**src/rtl/qspi_mem_pkg.sv**
```systemverilog
// Shared types, command opcodes and byte-enable helpers for the QPI memory controller.
package qspi_mem_pkg;

   typedef enum logic [3:0] {
      IDLE, WREN_CMD, WREN_GAP, CMD, ADDR, DUMMY, DATA, DONE, CS_HOLD, ERR
   } state_t;

   localparam logic [7:0] CMD_READ  = 8'hEB;
   localparam logic [7:0] CMD_WRITE = 8'h32;
   localparam logic [7:0] CMD_WREN  = 8'h06;

   // Only a single run of adjacent enabled bytes maps onto one flash burst.
   function automatic logic be_contiguous(input logic [3:0] be);
      case (be)
         4'b0001, 4'b0010, 4'b0100, 4'b1000,
         4'b0011, 4'b0110, 4'b1100,
         4'b0111, 4'b1110, 4'b1111: return 1'b1;
         default:                   return 1'b0;
      endcase
   endfunction

   function automatic logic [2:0] be_popcount(input logic [3:0] be);
      return 3'(be[0]) + 3'(be[1]) + 3'(be[2]) + 3'(be[3]);
   endfunction

   function automatic logic [1:0] be_lowest(input logic [3:0] be);
      if (be[0])      return 2'd0;
      else if (be[1]) return 2'd1;
      else if (be[2]) return 2'd2;
      else            return 2'd3;
   endfunction

endpackage

```
**src/rtl/qspi_mem_ctrl_sck_gen.sv**
```systemverilog
// Mode-0 SCK generator: low half then high half, each CLK_DIV clk cycles, running only while enabled.
module qspi_sck_gen #(
   parameter int CLK_DIV = 2
) (
   input  logic clk,
   input  logic rst,
   input  logic en,
   output logic ck,
   output logic fall_stb,
   output logic rise_stb
);

   localparam int CW = (2 * CLK_DIV > 1) ? $clog2(2 * CLK_DIV) : 1;

   logic [CW-1:0] cnt_reg;
   logic [CW-1:0] cnt_next;

   assign cnt_next = (cnt_reg == CW'(2 * CLK_DIV - 1)) ? '0 : cnt_reg + CW'(1);

   // rise_stb marks the first high cycle, fall_stb the last cycle of the period.
   assign rise_stb = en && (cnt_reg == CW'(CLK_DIV));
   assign fall_stb = en && (cnt_reg == CW'(2 * CLK_DIV - 1));

   always_ff @(posedge clk or negedge rst) begin
      if (!rst) begin
         cnt_reg <= '0;
         ck      <= 1'b0;
      end else if (!en) begin
         cnt_reg <= '0;
         ck      <= 1'b0;
      end else begin
         cnt_reg <= cnt_next;
         ck      <= (cnt_next >= CW'(CLK_DIV));
      end
   end

endmodule

```
**src/rtl/qspi_mem_ctrl.sv**
```systemverilog
// QPI flash/SRAM master turning single-word requests into quad-SPI transactions.
// Define QSPI_MEM_WREN_EN to precede every valid write with a WREN (0x06) transaction.
module qspi_mem_ctrl
   import qspi_mem_pkg::*;
#(
   parameter int CLK_DIV   = 2,
   parameter int ADDR_W    = 24,
   parameter int DUMMY_CYC = 6,
   parameter int CS_IDLE   = 2
) (
   input  logic        clk,
   input  logic        rst,
   input  logic        req_i,
   output logic        ready_o,
   input  logic        we_i,
   input  logic [31:0] addr_i,
   input  logic [3:0]  be_i,
   input  logic [31:0] wdata_i,
   output logic        rvalid_o,
   output logic        err_o,
   output logic [31:0] rdata_o,
   input  logic [3:0]  qspi_io_i,
   output logic [3:0]  qspi_io_o,
   output logic [3:0]  qspi_io_t,
   output logic        qspi_ck_o,
   output logic        qspi_cs_o
);

   localparam int ANIB = ADDR_W / 4;

   state_t            state_reg;
   logic              we_reg;
   logic [ADDR_W-1:0] addr_sr_reg;
   logic [31:0]       wdata_reg;
   logic [3:0]        nwr_reg;
   logic [7:0]        idx_reg;
   logic [7:0]        cmd_reg;
   logic [31:0]       rbuf_reg;
   logic [31:0]       rbuf_next;

   logic       sck_en;
   logic       fall_stb;
   logic       rise_stb;
   logic [1:0] be_lo;
   logic [2:0] be_pop;
   logic       last_data;
   logic       unused;

   assign unused = ^{addr_i[31:ADDR_W], addr_i[1:0]};

   assign be_lo  = be_lowest(be_i);
   assign be_pop = be_popcount(be_i);
   assign sck_en = state_reg inside {WREN_CMD, CMD, ADDR, DUMMY, DATA};

   assign last_data = we_reg ? (idx_reg == ({4'd0, nwr_reg} - 8'd1)) : (idx_reg == 8'd7);

   // Nibble j of a little-endian word: byte j/2, high nibble on even j.
   function automatic logic [3:0] data_nib(input logic [31:0] w, input logic [7:0] j);
      return w[{j[2:1], ~j[0], 2'b00} +: 4];
   endfunction

   always_comb begin
      rbuf_next = rbuf_reg;
      if (state_reg == DATA && !we_reg && rise_stb)
         rbuf_next[{idx_reg[2:1], ~idx_reg[0], 2'b00} +: 4] = qspi_io_i;
   end

   qspi_sck_gen #(.CLK_DIV(CLK_DIV)) u_sck (
      .clk      (clk),
      .rst      (rst),
      .en       (sck_en),
      .ck       (qspi_ck_o),
      .fall_stb (fall_stb),
      .rise_stb (rise_stb)
   );

   always_ff @(posedge clk or negedge rst) begin
      if (!rst) begin
         state_reg   <= IDLE;
         ready_o     <= 1'b1;
         rvalid_o    <= 1'b0;
         err_o       <= 1'b0;
         rdata_o     <= '0;
         qspi_cs_o   <= 1'b1;
         qspi_io_o   <= 4'h0;
         qspi_io_t   <= 4'hF;
         we_reg      <= 1'b0;
         addr_sr_reg <= '0;
         wdata_reg   <= '0;
         nwr_reg     <= '0;
         idx_reg     <= '0;
         cmd_reg     <= '0;
         rbuf_reg    <= '0;
      end else begin
         rvalid_o <= 1'b0;
         err_o    <= 1'b0;
         rbuf_reg <= rbuf_next;
         case (state_reg)
            IDLE: begin
               if (req_i) begin
                  we_reg  <= we_i;
                  idx_reg <= '0;
                  ready_o <= 1'b0;
                  if (we_i && !be_contiguous(be_i)) begin
                     state_reg <= ERR;
                     rvalid_o  <= 1'b1;
                     err_o     <= 1'b1;
                  end else begin
                     qspi_cs_o   <= 1'b0;
                     qspi_io_t   <= 4'h0;
                     addr_sr_reg <= {addr_i[ADDR_W-1:2], (we_i ? be_lo : 2'b00)};
                     wdata_reg   <= wdata_i >> {be_lo, 3'b000};
                     nwr_reg     <= {be_pop, 1'b0};
                     cmd_reg     <= we_i ? CMD_WRITE : CMD_READ;
`ifdef QSPI_MEM_WREN_EN
                     if (we_i) begin
                        state_reg <= WREN_CMD;
                        qspi_io_o <= CMD_WREN[7:4];
                     end else begin
                        state_reg <= CMD;
                        qspi_io_o <= CMD_READ[7:4];
                     end
`else
                     state_reg <= CMD;
                     qspi_io_o <= we_i ? CMD_WRITE[7:4] : CMD_READ[7:4];
`endif
                  end
               end
            end
            WREN_CMD: begin
               if (fall_stb) begin
                  if (idx_reg == 8'd0) begin
                     qspi_io_o <= CMD_WREN[3:0];
                     idx_reg   <= 8'd1;
                  end else begin
                     state_reg <= WREN_GAP;
                     qspi_cs_o <= 1'b1;
                     qspi_io_t <= 4'hF;
                     qspi_io_o <= 4'h0;
                     idx_reg   <= '0;
                  end
               end
            end
            WREN_GAP: begin
               // cs stays high CS_IDLE+1 cycles before the write re-opens it.
               if (idx_reg == 8'(CS_IDLE)) begin
                  state_reg <= CMD;
                  qspi_cs_o <= 1'b0;
                  qspi_io_t <= 4'h0;
                  qspi_io_o <= cmd_reg[7:4];
                  idx_reg   <= '0;
               end else begin
                  idx_reg <= idx_reg + 8'd1;
               end
            end
            CMD: begin
               if (fall_stb) begin
                  if (idx_reg == 8'd0) begin
                     qspi_io_o <= cmd_reg[3:0];
                     idx_reg   <= 8'd1;
                  end else begin
                     state_reg   <= ADDR;
                     idx_reg     <= '0;
                     qspi_io_o   <= addr_sr_reg[ADDR_W-1 -: 4];
                     addr_sr_reg <= {addr_sr_reg[ADDR_W-5:0], 4'h0};
                  end
               end
            end
            ADDR: begin
               if (fall_stb) begin
                  if (idx_reg == 8'(ANIB - 1)) begin
                     idx_reg <= '0;
                     if (we_reg) begin
                        state_reg <= DATA;
                        qspi_io_o <= data_nib(wdata_reg, 8'd0);
                     end else begin
                        state_reg <= DUMMY;
                        qspi_io_t <= 4'hF;
                        qspi_io_o <= 4'h0;
                     end
                  end else begin
                     idx_reg     <= idx_reg + 8'd1;
                     qspi_io_o   <= addr_sr_reg[ADDR_W-1 -: 4];
                     addr_sr_reg <= {addr_sr_reg[ADDR_W-5:0], 4'h0};
                  end
               end
            end
            DUMMY: begin
               if (fall_stb) begin
                  if (idx_reg == 8'(DUMMY_CYC - 1)) begin
                     state_reg <= DATA;
                     idx_reg   <= '0;
                  end else begin
                     idx_reg <= idx_reg + 8'd1;
                  end
               end
            end
            DATA: begin
               if (fall_stb) begin
                  if (last_data) begin
                     state_reg <= DONE;
                     qspi_cs_o <= 1'b1;
                     qspi_io_t <= 4'hF;
                     qspi_io_o <= 4'h0;
                     rvalid_o  <= 1'b1;
                     idx_reg   <= '0;
                     if (!we_reg) rdata_o <= rbuf_next;
                  end else begin
                     idx_reg <= idx_reg + 8'd1;
                     if (we_reg) qspi_io_o <= data_nib(wdata_reg, idx_reg + 8'd1);
                  end
               end
            end
            DONE: begin
               if (CS_IDLE <= 1) begin
                  state_reg <= IDLE;
                  ready_o   <= 1'b1;
               end else begin
                  state_reg <= CS_HOLD;
               end
            end
            CS_HOLD: begin
               if (idx_reg == 8'(CS_IDLE - 2)) begin
                  state_reg <= IDLE;
                  ready_o   <= 1'b1;
               end else begin
                  idx_reg <= idx_reg + 8'd1;
               end
            end
            ERR: begin
               state_reg <= IDLE;
               ready_o   <= 1'b1;
            end
            default: begin
               state_reg <= IDLE;
               ready_o   <= 1'b1;
            end
         endcase
      end
   end

endmodule

```
**config.mk**
```make
export PLATFORM = sky130hd
export DESIGN_NAME = qspi_mem_ctrl
export DESIGN_NICKNAME = d
export VERILOG_FILES = /design/src/rtl/qspi_mem_pkg.sv /design/src/rtl/qspi_mem_ctrl_sck_gen.sv /design/src/rtl/qspi_mem_ctrl.sv
export SDC_FILE = /design/constraint.sdc
export NUM_CORES = 1
export LEC_CHECK = 0
export ABC_AREA = 0
export BUFFER_PORTS_ARGS = -buffer_cell sky130_fd_sc_hd__buf_2
export CORE_ASPECT_RATIO = 0.8
export CORE_UTILIZATION = 62
export DETAILED_ROUTE_END_ITERATION = 16
export PLACE_DENSITY = 0.86
export SLEW_MARGIN = 15
export SYNTH_ARGS = -nofsm -noshare
export SYNTH_HDL_FRONTEND = slang
export SYNTH_SLANG_ARGS = --single-unit
```
**constraint.sdc**
```tcl
create_clock -name clk -period 3.9 [get_ports clk]
set_input_delay 0.195 -clock clk [delete_from_list [all_inputs] [get_ports clk]]
set_output_delay 0.195 -clock clk [all_outputs]
set_load 0.01 [all_outputs]
```
# After elaboration in Yosys (flattened, before gate mapping)
# Memories as Yosys holds them, arrays and structs flattened.
# Cells that the tools add are included.
# totals
output_inout_bits	45
in_bits	76
mem_count	1
rom_bits	16
register_bits	159
word_cells	186
# classes
n_shift	4
n_eq_ne	34
n_bitwise	5
reduce_logical	28
magnitude_cmp	1
muxes	89
add_sub_neg	7
# mem_list
memory	depth	width	read_ports	rd_clocked_by_memory_dff	write_ports	line	text
(no name shown)	16	1	1	0	0	qspi_mem_pkg.sv:14	case (be)
# op_table
operator	count
$mux 4	37
$mux 24	6
$mux 8	9
$pmux 24 s3	1
$pmux 8 s6	1
$pmux 4 s9	1
$bwmux 32	1
$mux 32	1
$shift 4x7->32 const A	1
$shiftx 32x6->4	1
$shiftx 4x7->32	1
$shr 32x5->32	1
$ne 2x2->1 const B	15
$pmux 4 s6	1
$mux 1	20
$pmux 4 s5	1
$eq 4x3->1 const B	4
$eq 8x3->1 const B	2
$reduce_and 13->1	1
$mux 2	6
$reduce_bool 6->1	2
$reduce_and 11->1	1
$reduce_bool 5->1	2
$reduce_and 9->1	1
other kinds (35)	51

# Depth between registers and ports, before layout
# Gate-level depths: netlist (run 1).
# An unclocked memory read counts as a cell.
# logic_depth
ltp_word	8
depth_mapped	10
ltp_nobuf	8

# Modules after synthesis
# From an unflattened synthesis (run 1), not the netlist that was laid out.
# unflattened
hier_cells	758
area_unflattened_um2	7980.2
# by_module_without_submodules
module	area_per_inst_um2	cells_per_inst	instances
qspi_mem_ctrl	7870.0	749	1
qspi_sck_gen	110.1	9	1

# Worst setup path after synthesis (run 1)
# OpenSTA, ideal clock, no wires.
# synth_timing
path_type	reg2reg
start	register idx_reg[1]
end	register rdata_o[16]
period_less_slack_ns	2.612
required_ns	3.775
arrival_ns	2.487
slack_ns	1.288
n_path_buf	1
setup_ns	0.125
stages_incl_launch_ff	10
cell_sequence	dfrtp_1 > inv_1 > ha_1 > ha_1 > nand2b_1 > a2111oi_2 > and3_1 > clkbuf_1 > mux2_1 > mux2_2
# synth_via
elab_chain_len	4
# synth_lines
item	line	text
from (decl)	qspi_mem_ctrl.sv:36	logic [7:0] idx_reg;
from (signal assigned)	qspi_mem_ctrl.sv:153	idx_reg <= idx_reg + 8'd1;
from (signal assigned)	qspi_mem_ctrl.sv:182	idx_reg <= idx_reg + 8'd1;
from (signal assigned)	qspi_mem_ctrl.sv:194	idx_reg <= idx_reg + 8'd1;
$neg 5->7 *	qspi_mem_ctrl.sv:65	rbuf_next[{idx_reg[2:1], ~idx_reg[0], 2'b00} +: 4] = qspi_io_i;
$shiftx 4x7->32 / $shift 4x7->32 (equally long branches)	qspi_mem_ctrl.sv:65	
$bwmux 32 *	qspi_mem_ctrl.sv:65	
$mux 32 *	qspi_mem_ctrl.sv:64	if (state_reg == DATA && !we_reg && rise_stb)
named net rbuf_next[16]	qspi_mem_ctrl.sv:39	logic [31:0] rbuf_next;
to (signal assigned)	qspi_mem_ctrl.sv:207	if (!we_reg) rdata_o <= rbuf_next;
to (decl)	qspi_mem_ctrl.sv:21	output logic [31:0] rdata_o,
# The timed path passes the listed nets; every way through them passes the cells marked *.
# A chain may end at the register's enable or synchronous reset.

# Worst setup path in the final report (run 1)
# layout_timing
start	register state_reg[3]
end	register rdata_o[19]
# layout_via
elab_chain_len	5
# layout_lines
item	line	text
from (decl)	qspi_mem_ctrl.sv:31	state_t state_reg;
from (signal assigned)	qspi_mem_ctrl.sv:79	state_reg <= IDLE;
from (signal assigned)	qspi_mem_ctrl.sv:105	state_reg <= ERR;
from (signal assigned)	qspi_mem_ctrl.sv:124	state_reg <= CMD;
$eq 4x1->1, or another cell as far along	qspi_mem_ctrl.sv:53	assign sck_en = state_reg inside {WREN_CMD, CMD, ADDR, DUMMY, DATA};
$reduce_bool 5->1	qspi_mem_ctrl.sv:53	
$logic_and 1x1->1	qspi_mem_ctrl_sck_gen.sv:21	assign rise_stb = en && (cnt_reg == CW'(CLK_DIV));
$logic_and 1x1->1 *	qspi_mem_ctrl.sv:64	
$mux 32 *	qspi_mem_ctrl.sv:64	
named net rbuf_next[19]	qspi_mem_ctrl.sv:39	
# Marked as above.

==> flow_metrics.tcl, run 1 <==
set metrics [dict create \
    status "finished, final reports clean" \
    wl_per_cell_microns 18.7 \
    start_kind "register" \
    h-tree-depth 4 \
    finClkSkew_ps 7.16 \
    tightest_slew_ps 1180 \
    dr.first_iter.drc_count 635 \
    overflow 0 \
    antenna_left 0 \
    cp-end-kind "register" \
    ys_ff_latch 150 \
    ys_top_cells_by_area "dfrtp_1, mux2_2, mux2_1" \
    root_buffer "clkbuf_16" \
    timing.rr.end "rdata_o[19]" \
    crit_buf_inv 0 \
    layout.nets 916 \
    die-area_sq_um 13100 \
    hold_path_depth 3 \
    clk_pin_slew_ps 60 \
    stdcell_area_sq_um 9150 \
    synth-main-ff-cell "dfrtp_1" \
    irDropWorstVdd_v 0.000475 \
    remaining_drc_errors 0 \
    cts_tree "done" \
    crit_type "register to register" \
    cts_buffer_depth 2 \
    pwr-share-comb 0.381 \
    p_leak_nw 4.38 \
    via_count 6128 \
    critical-path-top-delay-family "simple AND/OR/NAND/NOR gates" \
    finalMaxSlewViolations 0 \
    ys_warn_count 0 \
    synth_nets 821 \
    pin_count 121 \
    post_cts_resized 0 \
    layout-drive-gt1-share 0.296 \
    grt_pass1_vias 5960 \
    firstDrtPassIters 5 \
    critPathMaxFanout 16 \
    whs_endpoint "wdata_reg[26]" \
    core_area_sq_um 12300 \
    avgSynthCellArea_sq_um 10.7 \
    synthArstFlopShare 1.00 \
    hold_viol_final 0 \
    place_hpwl_microns 13100 \
    critical-path-slowest-cell "dfrtp_1" \
    synth_common_cells "dfrtp_1, nand2_1, mux2_2" \
    fill_cells 828 \
    p_sw_mw 2.43 \
    clock.fmax_ghz 0.324 \
    grt_start_max_net_pins 80 \
    die_h_microns 103 \
    p_int_mw 4.16 \
    yosys.area.top_type_share 0.468 \
    swShare 0.369 \
    rows 36 \
    die_x_microns 128 \
    numCtsBuffers 17 \
    synth_top_family_by_area "multiplexers" \
    power_density_nw_per_um2 720 \
    yosys.area_share.simple 0.148 \
    portBuffers 110 \
    grt_use_total 0.312 \
    hp-start "wdata_i[26]" \
    max_stage_delay_ps 600 \
    muxShareOfSynthArea 0.199 \
    r2r-start "state_reg[3]" \
    wl_microns 18900 \
    synth_edf_count 0 \
    path_cells "nor2b_1 > nand3b_2 > a2111oi_2 > and3_1 > mux2_1 > mux2_2" \
    yosysMostFrequentCell "dfrtp_1" \
    rr_worst_depth 6 \
    setup_viol 0 \
    syn_area_sq_um 7860 \
    min_period_over_period 0.790 \
    post_cts_buffers 0 \
    worstSkewPairLatency_ps 430 \
    ff2ff_setup_slack_ps 820 \
    period_needed_ps 3080 \
    synth_compound_area_frac 0.109 \
    hp-class "primary input to register" \
    slew_headroom 0.211 \
    cts_sinks 150 \
    antenna_found_initial 0 \
    synthXorXnorAreaFrac 0.0100 \
    finalSetupTns_ps 0 \
    synthAdderAreaFrac 0.0217 \
    max-cap-violations 0 \
    arrival_ps 3400 \
    via_per_inst 6.06 \
    grt_pass1_wl_microns 30700 \
    whs_ps 23.2 \
    ys_types 73 \
    power_frac_seq 0.358 \
    post_dp_cell_area_sq_um 8530 \
    antenna_cells 0 \
    p_clk_frac 0.261 \
    ys_seq_area_frac 0.478 \
    synthCells 732 \
    rsz0062_at_grt "false" \
    synth_top_area_cell "dfrtp_1" \
    floorplan.initialDensity 0.641 \
    area_delta_synth_final_pct 16.4 \
    worstPathRequired_ps 4220 \
    gp_congestion 0.902 \
]
-- kinds of logic (layout without fill, tap and decap cells) --
group / count (synthesis) / in the layout
flip-flops: 150 / 150
multiplexers: 134 / 134
XOR/XNOR: 9 / 9
AND/OR/NAND/NOR: 235 / 235
buffers and inverters: 67 / 175
adder cells (fa/ha/maj): 13 / 13
AO/OA/AOI/OAI: 124 / 124
-- timing repair --
action / 4_1_cts / 5_1_grt
hold buffers: 1 / 0
endpoints found under the hold margin: 74 / 0
setup endpoints to repair: 0 / 0
-- cells in the final DEF (no fill, tap or decap), drive strengths merged, types with 3 or more instances in the layout --
cell type  instances
dfrtp            147
nand2            129
buf              123
mux2             112
o21ai             35
nor2              28
inv               24
a21oi             21
clkbuf            19
mux2i             16
nor2b             13
a31oi             12
ha                12
o31ai             10
nor3               9
and3               8
o211ai             8
xor2               7
nand4              7
nand3              7
nor4               7
nand2b             6
mux4               6
nand3b             5
a21o               4
o32a               4
clkinv             4
a22oi              3
and2               3
a221o              3
bufinv             3
dfstp              3
nor3b              3
a211oi             3
-- worst register-to-register path: cells and delay by family (launching register included) --
family | cells | cell delay [ps]
muxes | 2 | 640
and+or+nand+nor | 3 | 1120
DFF | 1 | 600
AOI/OAI and AO/OA | 1 | 600
-- per-stage QoR --
step,setup slack (ps),utilization,power [mW],instances
2_1_floorplan,1290,-,4.13,732
3_3_place_gp,959,0.696,4.66,978
3_5_place_dp,906,0.696,4.81,978
4_1_cts,875,0.747,6.56,1011
5_1_grt,630,0.747,6.96,1011
6_report,818,0.747,6.59,1011
-- worst max-delay path by stage --
stage	start	end	cells past startpoint
2_1_floorplan	idx_reg[1]	rdata_o[16]	9
3_3_place_gp	idx_reg[0]	rdata_o[2]	6
3_5_place_dp	idx_reg[0]	rdata_o[1]	6
4_1_cts	state_reg[3]	rdata_o[16]	6
5_1_grt	idx_reg[0]	rdata_o[3]	6
6_report	state_reg[3]	rdata_o[19]	6
-- final cells by class --
cell class | count | area (sq um) | share of cell area
Clock buffer | 19 | 443 | 0.0484
Clock inverter | 13 | 170 | 0.0186
Inverter | 19 | 71.3 | 0.00780
Multi-Input combinational cell | 515 | 3830 | 0.418
Sequential cell | 150 | 3760 | 0.411
Tap cell | 171 | 214 | 0.0234
Timing Repair Buffer | 124 | 664 | 0.0726
-- metal layers --
metal | wire length, microns | vias up | GRT usage
met3 | 1300 | 38 | 0.0685
li1 | - | 2798 | -
met5 | 0 | - | 0
met4 | 314 | 0 | 0.133
met1 | 8140 | 3017 | 0.418
met2 | 9180 | 275 | 0.500
-- power by group through the flow --
stage / clock network, mW / logic, mW / registers, mW
global placement: 0 / 2.33 / 2.33
finish: 1.72 / 2.51 / 2.36
global route: 1.80 / 2.74 / 2.41
floorplan: 0 / 1.91 / 2.22
detailed placement: 0 / 2.44 / 2.37
CTS: 1.73 / 2.48 / 2.35
(Power assumes the default switching activity.)
==> run 2: changes to the inputs <==
--- a/config.mk
+++ b/config.mk
@@ -5,12 +5,12 @@
 export SDC_FILE = /design/constraint.sdc
 export NUM_CORES = 1
 export LEC_CHECK = 0
-export ABC_AREA = 0
+export ABC_AREA = 1
 export BUFFER_PORTS_ARGS = -buffer_cell sky130_fd_sc_hd__buf_2
 export CORE_ASPECT_RATIO = 0.8
-export CORE_UTILIZATION = 62
+export CORE_UTILIZATION = 52
 export DETAILED_ROUTE_END_ITERATION = 16
-export PLACE_DENSITY = 0.86
+export PLACE_DENSITY = 0.77
 export SLEW_MARGIN = 15
 export SYNTH_ARGS = -nofsm -noshare
 export SYNTH_HDL_FRONTEND = slang
==> constraint.sdc (replaced) <==
create_clock -name clk -period 2.82 [get_ports clk]
set_input_delay 0.141 -clock clk [delete_from_list [all_inputs] [get_ports clk]]
set_output_delay 0.141 -clock clk [all_outputs]
set_load 0.01 [all_outputs]
==> run 2 against run 1 <==
Net effect:
- die area grew 23%
- clock skew grew 0.76 ps
- power fell by 30%
- synthesized cell count grew 40%
- sequential share of layout area decreased by 1.8 points
- worst hold slack got worse by 9.4 ps
- critical endpoint is now rdata_o[31]
- largest cell class unchanged
==> flow_metrics.tcl, run 2 <==
set metrics [dict create \
    status "finished, final reports clean" \
    core_area_sq_um 15200 \
    grt_use_total 0.258 \
    synthArstFlopShare 1.00 \
    synthAdderAreaFrac 0.0209 \
    ys_warn_count 0 \
    numCtsBuffers 17 \
    timing.rr.end "rdata_o[31]" \
    post_cts_resized 0 \
    fill_cells 1308 \
    ys_ff_latch 150 \
    setup_viol 0 \
    dpl.cell_count 1320 \
    hold_viol_final 0 \
    avgSynthCellArea_sq_um 7.95 \
    layout_common_cells "nand2_1, dfrtp_1, buf_2" \
    ctsHoldBuffers 11 \
    worstSkewPairLatency_ps 420 \
    ys_seq_area_frac 0.461 \
    floorplan.initialDensity 0.538 \
    wl_per_cell_microns 14.2 \
    final_cells 1363 \
    min_period_over_period 0.847 \
    layout.nets 1229 \
    seq_area_sq_um 3760 \
    grt_pass1_wl_microns 32200 \
    p_leak_nw 4.69 \
    layout_commonest_cell "nand2_1" \
    rows 40 \
    firstDrtPassIters 8 \
    via_count 7111 \
    max-cap-violations 0 \
    setup.worst_path.end "rdata_o[31]" \
    grt_start_max_net_pins 54 \
    overflow 0 \
    area_delta_synth_final_pct 17.3 \
    yosys.area.top_type_share 0.451 \
    antenna_left 0 \
    tightest_slew_ps 658 \
    arrival_ps 2750 \
    h-tree-depth 4 \
    clk_pin_slew_ps 60 \
    place_hpwl_microns 14000 \
    power_density_nw_per_um2 481 \
    synth_common_cells "nand2_1, dfrtp_1, nand3_1" \
    gp_congestion 0.976 \
    finalMaxSlewViolations 0 \
    syn_area_sq_um 8160 \
    cts_tree "done" \
    cts_buffer_depth 2 \
    cts_sinks 150 \
    irDropWorstVdd_v 0.000483 \
    antenna_found_initial 1 \
    critPathMaxFanout 8 \
    r2r-start "idx_reg[1]" \
    crit_type "register to register" \
    yosys.area_share.simple 0.292 \
    wl_microns 19400 \
    multi_input_area_sq_um 3830 \
    slew_headroom 0.561 \
    ys_top_cells_by_area "dfrtp_1, nand2_1, nand3_1" \
    pin_count 121 \
    root_buffer "clkbuf_16" \
    period_needed_ps 2390 \
    finalSetupTns_ps 0 \
    synth_top_area_cell "dfrtp_1" \
    rr_worst_depth 10 \
    layout-drive-gt1-share 0.201 \
    worstPathRequired_ps 3180 \
    synth_nets 1115 \
    rsz0062_at_grt "false" \
    hold_path_depth 3 \
    die_x_microns 142 \
    finClkSkew_ps 7.91 \
    via_per_inst 5.22 \
    antenna_cells 0 \
    synthCells 1026 \
    start_kind "register" \
    remaining_drc_errors 0 \
    muxShareOfSynthArea 0.0344 \
    grt_pass1_vias 6460 \
    hp-class "primary input to register" \
    yosysMostFrequentCell "nand2_1" \
    synth_compound_area_frac 0.119 \
    synth-main-ff-cell "dfrtp_1" \
    synth_top_family_by_area "simple AND/OR/NAND/NOR gates" \
    post_cts_buffers 0 \
    ff2ff_setup_slack_ps 430 \
    synthXorXnorAreaFrac 0.00322 \
    die-area_sq_um 16200 \
    dr.first_iter.drc_count 566 \
    startpoint "idx_reg[1]" \
    portBuffers 110 \
    clock.fmax_ghz 0.419 \
    ys_types 50 \
    die_h_microns 114 \
    synth_edf_count 0 \
    cp-end-kind "register" \
]
run 2: cell count changes in the layout (fill, tap and decap cells not counted), moves of 17 or more:
cell and change:
nand2_2 +20, mux2_1 -47, o21ai_1 +22, nand3_1 +67, o21ai_0 +38, nor2_1 +29, mux2_2 -64, o21ai_2 +17
inv_1 +52, nand2_1 +235
run 2: through the flow:
step           setup slack (ps)   util  area [sq um]  power, mW  hold slack [ps]
2_1_floorplan               586      -          8160       2.30             -155
3_3_place_gp                560  0.586          8880       2.43              127
3_5_place_dp                495  0.586          8880       2.43              136
4_1_cts                     472  0.631          9570       4.64             3.24
5_1_grt                     161  0.631          9570       4.76             4.27
6_report                    431  0.631          9570       4.60             13.8
run 2: final cells by class:
| cell class | instances | share of cell area |
|---|---|---|
| multi-input combinational | 748 | 0.400 |
| sequential | 150 | 0.393 |
| timing repair buffer | 138 | 0.0857 |
| clock buffer | 20 | 0.0477 |
| inverter | 85 | 0.0337 |
| tap | 210 | 0.0275 |
| clock inverter | 12 | 0.0122 |
run 2: worst max-delay path, stage by stage (launching register included):
cell,delay [ps]
dfrtp_1,430
inv_1,130
ha_1,500
inv_1,150
nor3_1,290
nand2_1,110
nor2_2,310
nor2_1,70
a21oi_1,180
nand2_1,80
nand2_1,70
run 2: kinds of logic (layout without fill, tap and decap cells):
logic type,Yosys count,count (layout)
AND/OR/NAND/NOR,547,547
AO/OA/AOI/OAI,157,157
flip-flops,150,150
buffers and inverters,128,255
multiplexers,28,28
adder cells (fa/ha/maj),13,13
XOR/XNOR,3,3
run 2: routing by layer:
metal | vias to the layer above | global-route usage | share of wire | wire length, microns
li1 | 3557 | - | - | -
met1 | 3313 | 0.383 | 0.49 | 9490
met2 | 214 | 0.368 | 0.43 | 8440
met3 | 25 | 0.0684 | 0.064 | 1240
met4 | 2 | 0.0760 | 0.012 | 242
met5 | - | 0 | 0.00051 | 10
run 2: worst min-delay path by stage:
stage | from | end | slack, ps
6_report | wdata_i[29] | wdata_reg[29] | 10
5_1_grt | wdata_i[29] | wdata_reg[29] | 4
4_1_cts | wdata_i[29] | wdata_reg[29] | 3
3_5_place_dp | rst | wdata_reg[24] | 140
3_3_place_gp | rst | wdata_reg[24] | 130
2_1_floorplan | rst | addr_sr_reg[0] | -150
run 2: power breakdown:
| part | total [mW] | internal (mW) | switching [mW] | leakage [nW] |
|---|---|---|---|---|
| clock | 2.20 | 1.27 | 0.926 | 0.271 |
| combinational | 0.246 | 0.0893 | 0.157 | 2.68 |
| sequential | 2.16 | 2.15 | 0.00309 | 1.73 |
==> run 3: changes to the inputs <==
--- a/config.mk
+++ b/config.mk
@@ -5,12 +5,12 @@
 export SDC_FILE = /design/constraint.sdc
 export NUM_CORES = 1
 export LEC_CHECK = 0
-export ABC_AREA = 1
+export ABC_AREA = 0
 export BUFFER_PORTS_ARGS = -buffer_cell sky130_fd_sc_hd__buf_2
 export CORE_ASPECT_RATIO = 0.8
-export CORE_UTILIZATION = 52
+export CORE_UTILIZATION = 57
 export DETAILED_ROUTE_END_ITERATION = 16
-export PLACE_DENSITY = 0.77
+export PLACE_DENSITY = 0.8
 export SLEW_MARGIN = 15
 export SYNTH_ARGS = -nofsm -noshare
 export SYNTH_HDL_FRONTEND = slang
==> constraint.sdc (replaced) <==
create_clock -name clk -period 2.47 [get_ports clk]
set_input_delay 0.1235 -clock clk [delete_from_list [all_inputs] [get_ports clk]]
set_output_delay 0.1235 -clock clk [all_outputs]
set_load 0.01 [all_outputs]
==> run 3 against run 2 <==
Net effect:
- die area fell by 12%
- core utilization grew 13 points
- setup slack lost 540 ps
- the flow now finishes with violations (negative setup slack)
- sequential share of layout area is 1.6 points lower
- register-to-register slack worse by 540 ps
- non-clock buffer count up 45
- global-route usage rose by 4.9 points
==> flow_metrics.tcl, run 3 (synthesis results as in run 1) <==
set metrics [dict create \
    cts_buffer_depth 2 \
    power_density_nw_per_um2 1120 \
    grt_pass1_wl_microns 33400 \
    wl_microns 21900 \
    area_delta_synth_final_pct 27.0 \
    hold_path_depth 3 \
    h-tree-depth 4 \
    critical-path-slowest-cell "dfrtp_1" \
    clk_pin_slew_ps 60 \
    root_buffer "clkbuf_16" \
    clock.fmax_ghz 0.388 \
    layout-drive-gt1-share 0.358 \
    arrival_ps 2900 \
    setup_viol 38 \
    critPathMaxFanout 8 \
    tightest_slew_ps 701 \
    start_kind "register" \
    numCtsBuffers 17 \
    p_leak_nw 4.74 \
    grt_pass1_vias 6381 \
    crit_type "register to register" \
    dr.first_iter.drc_count 541 \
    rows 37 \
    slew_headroom 0.533 \
    maxUsedRoutingLayer "met4" \
    gp_congestion 0.927 \
    grt_use_total 0.307 \
    final.setup.worst_slack_ps -108 \
    max_stage_delay_ps 410 \
    power_mw 11.2 \
    antenna_found_initial 0 \
    via_count 6479 \
    worstSkewPairLatency_ps 440 \
    cp-end-kind "register" \
    finClkSkew_ps 11.1 \
    antenna_cells 0 \
    die_h_microns 107 \
    wl_met2_microns 10500 \
    floorplan.initialDensity 0.598 \
    rr_worst_depth 9 \
    portBuffers 110 \
    wl_per_cell_microns 20.4 \
    min_period_over_period 1.04 \
    path_cells "buf_6 > nor4b_4 > and3_1 > o22ai_2 > or2_4 > nor4_4 > buf_6 > clkbuf_16 > mux2_2" \
    status "complete, but fails checks" \
    core_area_sq_um 13100 \
    firstDrtPassIters 5 \
    cts_tree "done" \
    hp-class "primary input to register" \
    overflow 0 \
    worstPathRequired_ps 2790 \
    cp_common_cell "buf_6" \
    grt_start_max_net_pins 67 \
    rsz0062_at_grt "true" \
    die-area_sq_um 14300 \
    max-cap-violations 0 \
    antenna_left 0 \
    via_per_inst 6.03 \
    cts_sinks 150 \
    dr_wl_met3_microns 1430 \
    pin_count 121 \
    die_x_microns 133 \
    finalMaxSlewViolations 0 \
    irDropWorstVdd_v 0.000777 \
    place_hpwl_microns 14100 \
    whs_ps 12.7 \
    period_needed_ps 2580 \
    remaining_drc_errors 0 \
    met1_length_microns 9520 \
    failed_checks "negative setup slack" \
    hold_viol_final 0 \
    layout_commonest_cell "dfrtp_1" \
    layout.nets 975 \
    layout_common_cells "dfrtp_1, nand2_1, buf_2" \
    fin_util 0.759 \
]
## run 3: final timing paths
path                       startpoint             end  slack, ps
min                         addr_i[2]  addr_sr_reg[2]         10
min reg2reg                cmd_reg[5]      cmd_reg[5]        470
max                        nwr_reg[2]     rdata_o[20]       -110
max reg2reg                nwr_reg[2]     rdata_o[20]       -110
min in group asynchronous         rst    state_reg[2]        250
max in group asynchronous         rst      nwr_reg[1]       1330
## run 3: per-stage QoR
step                setup WS, ps  cell area, sq um  setup TNS [ps]  instances
CTS                        -22.7              9600           -35.0       1061
global placement            74.8              8900               0       1019
global route                -228              9980           -7430       1074
floorplan                  -40.6              7880            -812        732
detailed placement         -42.5              8900           -67.2       1019
finish                      -108              9980           -2600       1074
## run 3: final cells by class
type / count / area (sq um)
Multi-Input combinational cell: 515 / 4080
Clock inverter: 13 / 141
Inverter: 19 / 71.3
Tap cell: 175 / 219
Timing Repair Buffer: 183 / 1260
Fill cell: 827 / 3170
Clock buffer: 19 / 453
Sequential cell: 150 / 3760
## run 3: power by group
part | switching [mW] | internal (mW)
clock | 1.14 | 1.47
sequential | 0.494 | 3.18
combinational | 2.60 | 2.34
## run 3: timing repair
| action | CTS | global route |
|---|---|---|
| hold endpoints to repair | 66 | 0 |
| cloned | 0 | 3 |
| setup buffers | 1 | 11 |
| endpoints found under the setup margin | 4 | 45 |
| resized for setup | 3 | 52 |
| hold buffers | 9 | 0 |
| pin swaps | 1 | 17 |
## run 3: metal layers
metal	vias to the layer above	GRT usage
met5	-	0
met1	3232	0.426
met2	289	0.488
met4	0	0.110
li1	2911	-
met3	47	0.0530
## run 3: critical path: cells and delay by family, from the launching register on
family                 cells  cell delay (ps)
AOI/OAI and AO/OA          1               90
buffers and inverters      3              500
muxes                      1              330
and+or+nand+nor            4             1120
DFF                        1              410
